$ cat src/rtl/vdp_pkg.sv
// vdp_pkg: shared constants for the VDP CPU port controller.
//   - command codes carried in the second control-port byte
//   - port select values
//   - sequencer state encoding
package vdp_pkg;

    localparam logic [1:0] CODE_VRD  = 2'd0;
    localparam logic [1:0] CODE_VWR  = 2'd1;
    localparam logic [1:0] CODE_REG  = 2'd2;
    localparam logic [1:0] CODE_CRAM = 2'd3;

    localparam logic PORT_DATA = 1'b0;
    localparam logic PORT_CTRL = 1'b1;

    typedef enum logic [1:0] {
        ST_IDLE = 2'd0,
        ST_REQ  = 2'd1,
        ST_CAPT = 2'd2
    } state_t;

endpackage

$ cat src/rtl/vdp_port_ctrl_if.sv
// vdp_port_ctrl_if: VRAM port A request/grant bus between the CPU port
// controller (master) and the VRAM arbiter (slave).
//   vram_req  : request, held until granted
//   vram_we   : write qualifier, valid with vram_req
//   vram_addr : VRAM address
//   vram_di   : write data
//   vram_gnt  : one-cycle grant from the arbiter
//   vram_do   : read data, valid the cycle after vram_gnt
interface vdp_port_ctrl_if #(
    parameter int ADDR_W = 14
);
    logic              vram_req;
    logic              vram_we;
    logic [ADDR_W-1:0] vram_addr;
    logic [7:0]        vram_di;
    logic              vram_gnt;
    logic [7:0]        vram_do;

    modport master (
        output vram_req, vram_we, vram_addr, vram_di,
        input  vram_gnt, vram_do
    );

    modport slave (
        input  vram_req, vram_we, vram_addr, vram_di,
        output vram_gnt, vram_do
    );
endinterface

$ cat src/rtl/vdp_cmd_latch.sv
// vdp_cmd_latch: two-byte control-port command latch.
// Holds the VRAM address, the command code and the first_byte flag, and
// decodes the completion of a command pair.
//   clk, rst      : clock, synchronous active-high reset
//   i_ctrl_wr     : accepted control-port write
//   i_clr_first   : clears first_byte (control read or any data access)
//   i_inc         : post-increment address (wraps at the top)
//   i_di          : CPU write byte
//   o_addr/o_code : current address and command code
//   o_cmd_done    : this control write is the second byte of a pair
//   o_rd_setup    : second byte carries the read-setup code
//   o_reg_wr      : second byte carries the register-write code
module vdp_cmd_latch
    import vdp_pkg::*;
#(
    parameter int ADDR_W = 14
) (
    input  logic              clk,
    input  logic              rst,
    input  logic              i_ctrl_wr,
    input  logic              i_clr_first,
    input  logic              i_inc,
    input  logic [7:0]        i_di,
    output logic [ADDR_W-1:0] o_addr,
    output logic [1:0]        o_code,
    output logic              o_cmd_done,
    output logic              o_rd_setup,
    output logic              o_reg_wr
);
    logic [ADDR_W-1:0] r_addr;
    logic [1:0]        r_code;
    logic              r_first;

    assign o_addr     = r_addr;
    assign o_code     = r_code;
    assign o_cmd_done = i_ctrl_wr & r_first;
    assign o_rd_setup = o_cmd_done & (i_di[7:6] == CODE_VRD);
    assign o_reg_wr   = o_cmd_done & (i_di[7:6] == CODE_REG);

    always_ff @(posedge clk) begin
        if (rst) begin
            r_addr  <= '0;
            r_code  <= CODE_VRD;
            r_first <= 1'b0;
        end else if (i_ctrl_wr) begin
            if (!r_first) begin
                r_addr[7:0] <= i_di;
                r_first     <= 1'b1;
            end else begin
                r_addr[ADDR_W-1:8] <= i_di[ADDR_W-9:0];
                r_code             <= i_di[7:6];
                r_first            <= 1'b0;
            end
        end else begin
            if (i_clr_first) r_first <= 1'b0;
            if (i_inc)       r_addr  <= r_addr + {{(ADDR_W-1){1'b0}}, 1'b1};
        end
    end
endmodule

$ cat src/rtl/vdp_port_ctrl.sv
// vdp_port_ctrl: CPU-side sequencer for the VDP data/control ports.
// Decodes the two-byte command protocol into register writes, CRAM writes
// and VRAM read/write requests over the request/grant bus.
//   clk, rst           : clock, synchronous active-high reset
//   cpu_wr/cpu_rd      : one-cycle strobes, ignored while cpu_busy
//   cpu_port, cpu_di   : port select (0 data, 1 control), write byte
//   cpu_do, cpu_busy   : registered read byte, transaction outstanding
//   status_in/rd       : status byte in, pulse on control-port read
//   reg_we/idx/data    : register file write
//   cram_we/addr/di    : CRAM write
//   vram               : VRAM request/grant bus (master side)
//
// state | meaning
// IDLE  | accepts CPU strobes
// REQ   | vram_req held, waiting for vram_gnt
// CAPT  | read data on vram_do, loaded into the read-ahead buffer
module vdp_port_ctrl
    import vdp_pkg::*;
#(
    parameter int ADDR_W = 14,
    parameter int CRAM_W = 5
) (
    input  logic              clk,
    input  logic              rst,
    input  logic              cpu_wr,
    input  logic              cpu_rd,
    input  logic              cpu_port,
    input  logic [7:0]        cpu_di,
    output logic [7:0]        cpu_do,
    output logic              cpu_busy,
    input  logic [7:0]        status_in,
    output logic              status_rd,
    output logic              reg_we,
    output logic [3:0]        reg_idx,
    output logic [7:0]        reg_data,
    output logic              cram_we,
    output logic [CRAM_W-1:0] cram_addr,
    output logic [7:0]        cram_di,
    vdp_port_ctrl_if.master   vram
);
    state_t            r_state, w_state_nxt;
    logic              w_req, w_busy;
    logic [ADDR_W-1:0] w_addr;
    logic [1:0]        w_code;
    logic              w_cmd_done, w_rd_setup, w_reg_wr;
    logic              w_idle, w_wr_acc, w_rd_acc;
    logic              w_ctrl_wr, w_data_wr, w_ctrl_rd, w_data_rd;
    logic              w_cram_wr, w_vram_wr, w_start, w_gnt, w_inc;

    logic [7:0]        r_rbuf, r_cpu_do, r_vram_di, r_reg_data, r_cram_di;
    logic              r_vram_we, r_status_rd, r_reg_we, r_cram_we;
    logic [3:0]        r_reg_idx;
    logic [CRAM_W-1:0] r_cram_addr;

    // Write wins over a simultaneous read.
    assign w_idle    = (r_state == ST_IDLE);
    assign w_wr_acc  = cpu_wr & w_idle;
    assign w_rd_acc  = cpu_rd & ~cpu_wr & w_idle;
    assign w_ctrl_wr = w_wr_acc & (cpu_port == PORT_CTRL);
    assign w_data_wr = w_wr_acc & (cpu_port == PORT_DATA);
    assign w_ctrl_rd = w_rd_acc & (cpu_port == PORT_CTRL);
    assign w_data_rd = w_rd_acc & (cpu_port == PORT_DATA);

    assign w_cram_wr = w_data_wr & (w_code == CODE_CRAM);
    assign w_vram_wr = w_data_wr & (w_code != CODE_CRAM);
    assign w_start   = w_rd_setup | w_vram_wr | w_data_rd;
    assign w_gnt     = (r_state == ST_REQ) & vram.vram_gnt;
    // Address advances on the grant, so an aborted request never bumps it.
    assign w_inc     = w_gnt | w_cram_wr;

    vdp_cmd_latch #(.ADDR_W(ADDR_W)) u_cmd_latch (
        .clk         (clk),
        .rst         (rst),
        .i_ctrl_wr   (w_ctrl_wr),
        .i_clr_first (w_ctrl_rd | w_data_wr | w_data_rd),
        .i_inc       (w_inc),
        .i_di        (cpu_di),
        .o_addr      (w_addr),
        .o_code      (w_code),
        .o_cmd_done  (w_cmd_done),
        .o_rd_setup  (w_rd_setup),
        .o_reg_wr    (w_reg_wr)
    );

    always_ff @(posedge clk) begin
        if (rst) r_state <= ST_IDLE;
        else     r_state <= w_state_nxt;
    end

    always_comb begin
        w_state_nxt = r_state;
        w_req       = 1'b0;
        w_busy      = 1'b0;
        case (r_state)
            ST_IDLE: if (w_start) w_state_nxt = ST_REQ;
            ST_REQ: begin
                w_req  = 1'b1;
                w_busy = 1'b1;
                if (vram.vram_gnt) w_state_nxt = r_vram_we ? ST_IDLE : ST_CAPT;
            end
            ST_CAPT: begin
                w_busy      = 1'b1;
                w_state_nxt = ST_IDLE;
            end
            default: w_state_nxt = ST_IDLE;
        endcase
    end

    always_ff @(posedge clk) begin
        if (rst) begin
            r_rbuf      <= '0;
            r_cpu_do    <= '0;
            r_vram_we   <= 1'b0;
            r_vram_di   <= '0;
            r_status_rd <= 1'b0;
            r_reg_we    <= 1'b0;
            r_reg_idx   <= '0;
            r_reg_data  <= '0;
            r_cram_we   <= 1'b0;
            r_cram_addr <= '0;
            r_cram_di   <= '0;
        end else begin
            r_status_rd <= w_ctrl_rd;
            r_reg_we    <= w_reg_wr;
            r_cram_we   <= w_cram_wr;
            if (w_start) r_vram_we <= w_vram_wr;
            if (w_vram_wr) r_vram_di <= cpu_di;
            if (w_data_wr) r_rbuf <= cpu_di;
            else if (r_state == ST_CAPT) r_rbuf <= vram.vram_do;
            if (w_ctrl_rd) r_cpu_do <= status_in;
            else if (w_data_rd) r_cpu_do <= r_rbuf;
            if (w_reg_wr) begin
                r_reg_idx  <= cpu_di[3:0];
                r_reg_data <= w_addr[7:0];
            end
            if (w_cram_wr) begin
                r_cram_addr <= w_addr[CRAM_W-1:0];
                r_cram_di   <= cpu_di;
            end
        end
    end

    assign cpu_do         = r_cpu_do;
    assign cpu_busy       = w_busy;
    assign status_rd      = r_status_rd;
    assign reg_we         = r_reg_we;
    assign reg_idx        = r_reg_idx;
    assign reg_data       = r_reg_data;
    assign cram_we        = r_cram_we;
    assign cram_addr      = r_cram_addr;
    assign cram_di        = r_cram_di;
    assign vram.vram_req  = w_req;
    assign vram.vram_we   = r_vram_we;
    assign vram.vram_addr = w_addr;
    assign vram.vram_di   = r_vram_di;
endmodule

$ cat src/flat_wrapper.sv
// flat-port wrapper written by rule: the top's interface ports become plain ports
module vdp_port_ctrl_flat import vdp_pkg::*;
#(
    parameter int ADDR_W = 14,
    parameter int CRAM_W = 5
)
  (clk, rst, cpu_wr, cpu_rd, cpu_port, cpu_di, cpu_do, cpu_busy, status_in, status_rd, reg_we, reg_idx, reg_data, cram_we, cram_addr, cram_di, vram_vram_req, vram_vram_we, vram_vram_addr, vram_vram_di, vram_vram_gnt, vram_vram_do);
  vdp_port_ctrl_if #(.ADDR_W(ADDR_W)) vram_i ();
  input  logic clk;
  input  logic rst;
  input  logic cpu_wr;
  input  logic cpu_rd;
  input  logic cpu_port;
  input  logic [7:0] cpu_di;
  output logic [7:0] cpu_do;
  output logic cpu_busy;
  input  logic [7:0] status_in;
  output logic status_rd;
  output logic reg_we;
  output logic [3:0] reg_idx;
  output logic [7:0] reg_data;
  output logic cram_we;
  output logic [CRAM_W-1:0] cram_addr;
  output logic [7:0] cram_di;
  output wire logic [$bits(vram_i.vram_req)-1:0] vram_vram_req;
  output wire logic [$bits(vram_i.vram_we)-1:0] vram_vram_we;
  output wire logic [$bits(vram_i.vram_addr)-1:0] vram_vram_addr;
  output wire logic [$bits(vram_i.vram_di)-1:0] vram_vram_di;
  input wire logic [$bits(vram_i.vram_gnt)-1:0] vram_vram_gnt;
  input wire logic [$bits(vram_i.vram_do)-1:0] vram_vram_do;
  assign vram_vram_req = vram_i.vram_req;
  assign vram_vram_we = vram_i.vram_we;
  assign vram_vram_addr = vram_i.vram_addr;
  assign vram_vram_di = vram_i.vram_di;
  assign vram_i.vram_gnt = vram_vram_gnt;
  assign vram_i.vram_do = vram_vram_do;
  vdp_port_ctrl #(.ADDR_W(ADDR_W), .CRAM_W(CRAM_W)) u_core (.clk(clk), .rst(rst), .cpu_wr(cpu_wr), .cpu_rd(cpu_rd), .cpu_port(cpu_port), .cpu_di(cpu_di), .cpu_do(cpu_do), .cpu_busy(cpu_busy), .status_in(status_in), .status_rd(status_rd), .reg_we(reg_we), .reg_idx(reg_idx), .reg_data(reg_data), .cram_we(cram_we), .cram_addr(cram_addr), .cram_di(cram_di), .vram(vram_i));
endmodule
$ cat config.mk
export PLATFORM = sky130hd
export DESIGN_NAME = vdp_port_ctrl_flat
export DESIGN_NICKNAME = d
export VERILOG_FILES = /design/src/rtl/vdp_pkg.sv /design/src/rtl/vdp_port_ctrl_if.sv /design/src/rtl/vdp_cmd_latch.sv /design/src/rtl/vdp_port_ctrl.sv /design/src/flat_wrapper.sv
export SDC_FILE = /design/constraint.sdc
export NUM_CORES = 1
export LEC_CHECK = 0
export CAP_MARGIN = 20
export CORE_MARGIN = 5
export CORE_UTILIZATION = 30
export DETAILED_ROUTE_END_ITERATION = 8
export MAX_ROUTING_LAYER = met4
export SLEW_MARGIN = 20
export SYNTH_ARGS = -nofsm -noshare
export SYNTH_HDL_FRONTEND = slang
export SYNTH_SLANG_ARGS = --single-unit
$ cat constraint.sdc
create_clock -name clk -period 2.5 [get_ports clk]
set_clock_uncertainty 0.2 [all_clocks]
set_input_delay 0.5 -clock clk [delete_from_list [all_inputs] [get_ports clk]]
set_output_delay 0.5 -clock clk [all_outputs]
set_load 0.01 [all_outputs]
* Yosys cells after proc, flatten, opt, wreduce, memory -nomap -nowiden *
Index checks and enable logic that the tools add are counted.

word-level totals
  logic and storage cells = 74
  input bits = 30
  register bits = 72
  output and inout port bits = 61

operators by class
  bitwise operators = 20
  muxes and demuxes = 17
  reduce and logical (&&, ||, !) cells = 11
  equal/unequal tests = 9
  add/subtract/negate cells = 1

operators by type and width
  operator                                                               count
  8-bit two-way mux                                                      5
  14-bit two-way mux                                                     2
  14-bit by 1-bit adder with 14-bit output, second input constant        1
  1-bit AND                                                              13
  2-bit != test, second input constant                                   4
  2-bit AND reduction                                                    4
  2-bit nonzero test                                                     4
  2-bit equality test, second input constant                             3
  2-bit two-way mux                                                      3
  6-bit two-way mux                                                      1
  1-bit two-way mux                                                      5
  1-bit OR                                                               5
  2-bit logical NOT                                                      2
  2-bit one-hot mux with 2 select lines                                  1
  2-bit by 1-bit equality test with 1-bit output, second input constant  1
  2-bit by 1-bit != test with 1-bit output, second input constant        1
  1-bit NOT                                                              2
  2-bit OR reduction                                                     1

* Longest topological paths before layout *
  depth after elaboration = 9
  depth in mapped cells = 8
  mapped depth without buffers = 6

* By module *
From an unflattened synthesis, not the netlist that was laid out.

unflattened totals
  cells, all modules = 374
  area, all modules = 3221.8 um^2

modules (own cells, without submodules)
  module         instances  area an instance (um^2)  sequential area each (um^2)  cells each
  vdp_port_ctrl  1          2215.9                   1101.1                       242
  vdp_cmd_latch  1          1006.0                   340.3                        132

* Worst setup path after synthesis *
Ideal clock, no wire load.

  path type = flip-flop to flip-flop
  start = register u_core.r_state[0]
  end = register u_core.u_cmd_latch.r_addr[2] (netlist: u_core.u_cmd_latch.o_addr[2])
  slack = 0.588 ns
  arrival time = 1.595 ns
  stages on the path, launching flop included = 8
  period minus slack after synthesis = 1.912 ns
  required time = 2.183 ns
  setup time = 0.117 ns
  cell sequence = dfxtp_1 -> inv_1 -> ha_1 -> and3_1 -> buf_2 -> a311oi_4 -> nor2_2 -> a32o_1

on the way
  longest elaborated chain between the ends = 7
  elaborated cells on any way between the ends = 12

RTL lines
  item                             RTL line             RTL
  from (decl)                      vdp_port_ctrl.sv:41  state_t r_state, w_state_nxt;
  from (signal assigned)           vdp_port_ctrl.sv:87  else r_state <= w_state_nxt;
  2-bit logical NOT                vdp_port_ctrl.sv:56  assign w_idle = (r_state == ST_IDLE);
  1-bit AND                        vdp_port_ctrl.sv:57  assign w_wr_acc = cpu_wr & w_idle;
  1-bit AND                        vdp_port_ctrl.sv:60  assign w_data_wr = w_wr_acc & (cpu_port == PORT_DATA);
  1-bit AND                        vdp_port_ctrl.sv:64  assign w_cram_wr = w_data_wr & (w_code == CODE_CRAM);
  1-bit OR                         vdp_port_ctrl.sv:69  assign w_inc = w_gnt | w_cram_wr;
  2-bit nonzero test (no line)     n/a
  2-bit AND reduction (no line)    n/a
  to (signal assigned)             vdp_cmd_latch.sv:47  r_addr[7:0] <= i_di;
  to (signal, indexed assignment)  vdp_cmd_latch.sv:50  r_addr[ADDR_W-1:8] <= i_di[ADDR_W-9:0];
  to (signal assigned)             vdp_cmd_latch.sv:56  if (i_inc) r_addr <= r_addr + {{(ADDR_W-1){1'b0}}, 1'b1};
  to (decl)                        vdp_cmd_latch.sv:30  logic [ADDR_W-1:0] r_addr;

Several ways; a longest one is shown, not always the timed one.
A chain may end at the register's enable or synchronous reset.

* Final worst setup path *
  start = register u_core.r_state[0]
  end = output cpu_busy

on the way
  longest elaborated chain between the ends = 3
  elaborated cells on any way between the ends = 4

RTL lines
  item                                                                                          RTL line             RTL
  2-bit equality test / 2-bit by 1-bit equality test with 1-bit output (equally long branches)  vdp_port_ctrl.sv:94  case (r_state)
  2-bit OR reduction (no line) *                                                                n/a
  1-bit two-way mux *                                                                           vdp_port_ctrl.sv:94
  to (decl)                                                                                     flat_wrapper.sv:16   output logic cpu_busy;

Every way passes the cells marked *; elsewhere a longest branch is shown, timed or not.

==> impl_metrics.json <==
{
  "cp_data_arrival_time_ps": 1580,
  "ios": 91,
  "wl_met2_mm": 5.01,
  "root_buffer": "clkbuf_16",
  "cts_buffers": 9,
  "yosysWarnings": 0,
  "grt_pass1_vias": 3265,
  "cts_buffer_depth": 2,
  "setup_viol": 0,
  "row_count": 38,
  "synth.net_count": 416,
  "cp_max_fo": 3,
  "postRouteAntennaNets": 0,
  "core_area_um2": 10900,
  "clkPwrFrac_pct": 35.1,
  "drt-initial-drc-count": 232,
  "rsz0062_at_grt": "false",
  "crit_type": "flop to primary output",
  "maxUsedRoutingLayer": "met4",
  "slew_headroom_pct": 69.4,
  "combPwrFrac_pct": 27.2,
  "layout_commonest_cell": "clkdlybuf4s50_1",
  "start_kind": "flop",
  "drc": 0,
  "layout.nets": 517,
  "wl_met1_mm": 5.21,
  "cts.htree.levels": 3,
  "finalMaxSlewViolations": 0,
  "worst_setup_path_end_kind": "primary output",
  "fmax_mhz": 438,
  "worst_pin_slew_ps": 459,
  "min_period_ps": 2280,
  "vias": 3249,
  "ctsHoldBuffers": 0,
  "ys_ff_latch": 72,
  "max_stage_delay_ps": 530,
  "pwr-share-seq_pct": 37.7,
  "peakVddDrop_uv": 369,
  "cts_resized": 0,
  "clock_sinks": 72,
  "timing.final.crit_share_pct": 91.3,
  "internal_power_uw": 2410,
  "die_w_um": 116,
  "start_util_pct": 30.8,
  "stdcell_area_um2": 4830,
  "clk_pin_slew_ps": 60,
  "dieArea_um2": 13500,
  "p_per_area_nw_per_um2": 737,
  "status": "finished, final reports clean",
  "mostFrequentLayoutCells": "89 x clkdlybuf4s50_1, 72 x dfxtp_1, 53 x nand2_1, 36 x a21oi_1, 34 x nor2_1",
  "n_antenna_cell": 0,
  "hp-class": "flop to flop",
  "grt-ovfl-total": 0,
  "syn_inst": 381,
  "required_ps": 1800,
  "insertion_delay_ps": 330,
  "cts_setup_buffers": 0,
  "finalPower_uw": 3560,
  "antenna_found_initial": 0,
  "finalHoldViolCount": 0,
  "grt_pass1_wl_mm": 17.5,
  "dpl_cell_area_um2": 4540,
  "postLayoutCoreUtil_pct": 44.1,
  "die_y_um": 116,
  "met3_length_um": 634,
  "yosysSeqAreaShare_pct": 42.7,
  "synth_cell_types": 49,
  "port_buffers": 90,
  "drive_above_1_share_pct": 12.5,
  "swShare_pct": 32.3,
  "setup_tns_ps": 0,
  "slowest_stage": "clkdlybuf4s50_1",
  "vias_per_cell": 5.18,
  "p_leak_uw": 0.00169,
  "drt_first_pass_iters": 5,
  "cts_tree": "yes",
  "routedWlPerCell_um": 17.5,
  "maxCapViolCount": 0,
  "hpwl_mm": 8.05,
  "p_switching_uw": 1150,
  "place.gp.congestion": 0.913,
  "grt_max_degree": 24,
  "synth_area_um2": 3370,
  "grt_use_total_pct": 17.0,
  "synth.avg_cell_area_um2": 8.85,
  "routed_wirelength_mm": 11.0,
  "syn_to_final_growth_pct": 43.1,
  "cp_cell_sequence": "inv_1 > ha_1 > clkdlybuf4s50_1"
}
## worst paths after layout
kind / cells after the start / from / slack (ps) / to
worst max-delay path: 3 / u_core.r_state[0] / 220 / cpu_busy
worst min-delay path: 2 / u_core.vram.vram_di[4] / 260 / u_core.vram.vram_di[4]
worst max register to register: 7 / u_core.r_state[0] / 380 / u_core.u_cmd_latch.o_addr[1]
worst min register to register: 2 / u_core.vram.vram_di[4] / 260 / u_core.vram.vram_di[4]
## through the flow
stage | cells | hold WS [ps] | setup WS (ps)
after floorplan | 381 | 252 | 588
after global placement | 611 | 249 | 84.1
after detailed placement | 611 | 251 | 30.7
after CTS | 627 | 260 | 197
after global routing | 627 | 281 | 136
final | 627 | 256 | 218
## power by group through the flow
stage / registers, µW / logic (µW) / clock network, µW
final: 1340 / 967 / 1250
after detailed placement: 1370 / 966 / 0
after floorplan: 1380 / 512 / 0
after global routing: 1360 / 1050 / 1330
after global placement: 1360 / 961 / 0
after CTS: 1340 / 974 / 1270
## cell type report
type,instances,area [µm²]
repair buffers,120,1150
multi-input cells,273,1760
clock inverters,7,60.1
clock buffers,9,225
flip-flops and latches,72,1440
inverters,6,22.5
well taps,140,175
fillers,1063,6110
## flip-flops by register name (all words and copies together) (netlist names), 4 cells and up
name	count
u_core.vram.vram_di	8
u_core.cram_di	8
u_core.cpu_do	8
u_core.reg_data	8
u_core.cram_addr	5
u_core.reg_idx	4
u_core.r_rbuf	8
u_core.u_cmd_latch.o_addr	14
## logic make-up (layout without fill, tap and decap cells)
logic type / count (synthesis) / count (layout) / synth area share, %
mux: 29 / 29 / 8.61
flops: 72 / 72 / 42.7
buf+inv: 36 / 142 / 5.19
simple gates: 146 / 146 / 21.7
fa+ha+maj: 5 / 5 / 1.85
compound gates: 93 / 93 / 20.0
## critical path: cells and delay by family, from the launching register on
family	cells	cell delay (ps)
buffers and inverters	2	620
adder cells (fa/ha/maj)	1	280
flip-flops	1	350
## cells in the mapped netlist (all sizes together)
library cell,n,area [µm²]
o2111ai,1,8.76
nand3,17,90.1
nand3b,2,27.5
o31a,2,17.5
a31oi,3,18.8
and2,5,31.3
and3,5,31.3
nand4,10,68.8
a311o,2,20.0
nor3,3,15.0
o211ai,2,20.0
mux2i,29,290
o311ai,1,8.76
a211oi,20,155
nand2,54,205
a32oi,3,33.8
o32ai,3,26.3
a32o,2,20.0
buf,17,104
and3b,1,12.5
a21oi,36,180
ha,5,62.6
dfxtp,72,1440
clkbuf,13,48.8
o31ai,5,37.5
a311oi,4,58.8
a221oi,1,15.0
nor2,36,140
or3,2,12.5
and4,6,52.6
o21ai,5,25.0
a21o,1,7.51
nor3b,1,18.8
inv,6,22.5
nand2b,4,25.0
a41o,2,20.0
## routing by layer
layer / track usage, % / up-vias
met5: - / -
met4: 3.79 / 0
met3: 4.07 / 8
met2: 25.9 / 115
met1: 23.0 / 1540
li1: - / 1586
Note: power is estimated with default switching activity, not from simulation.
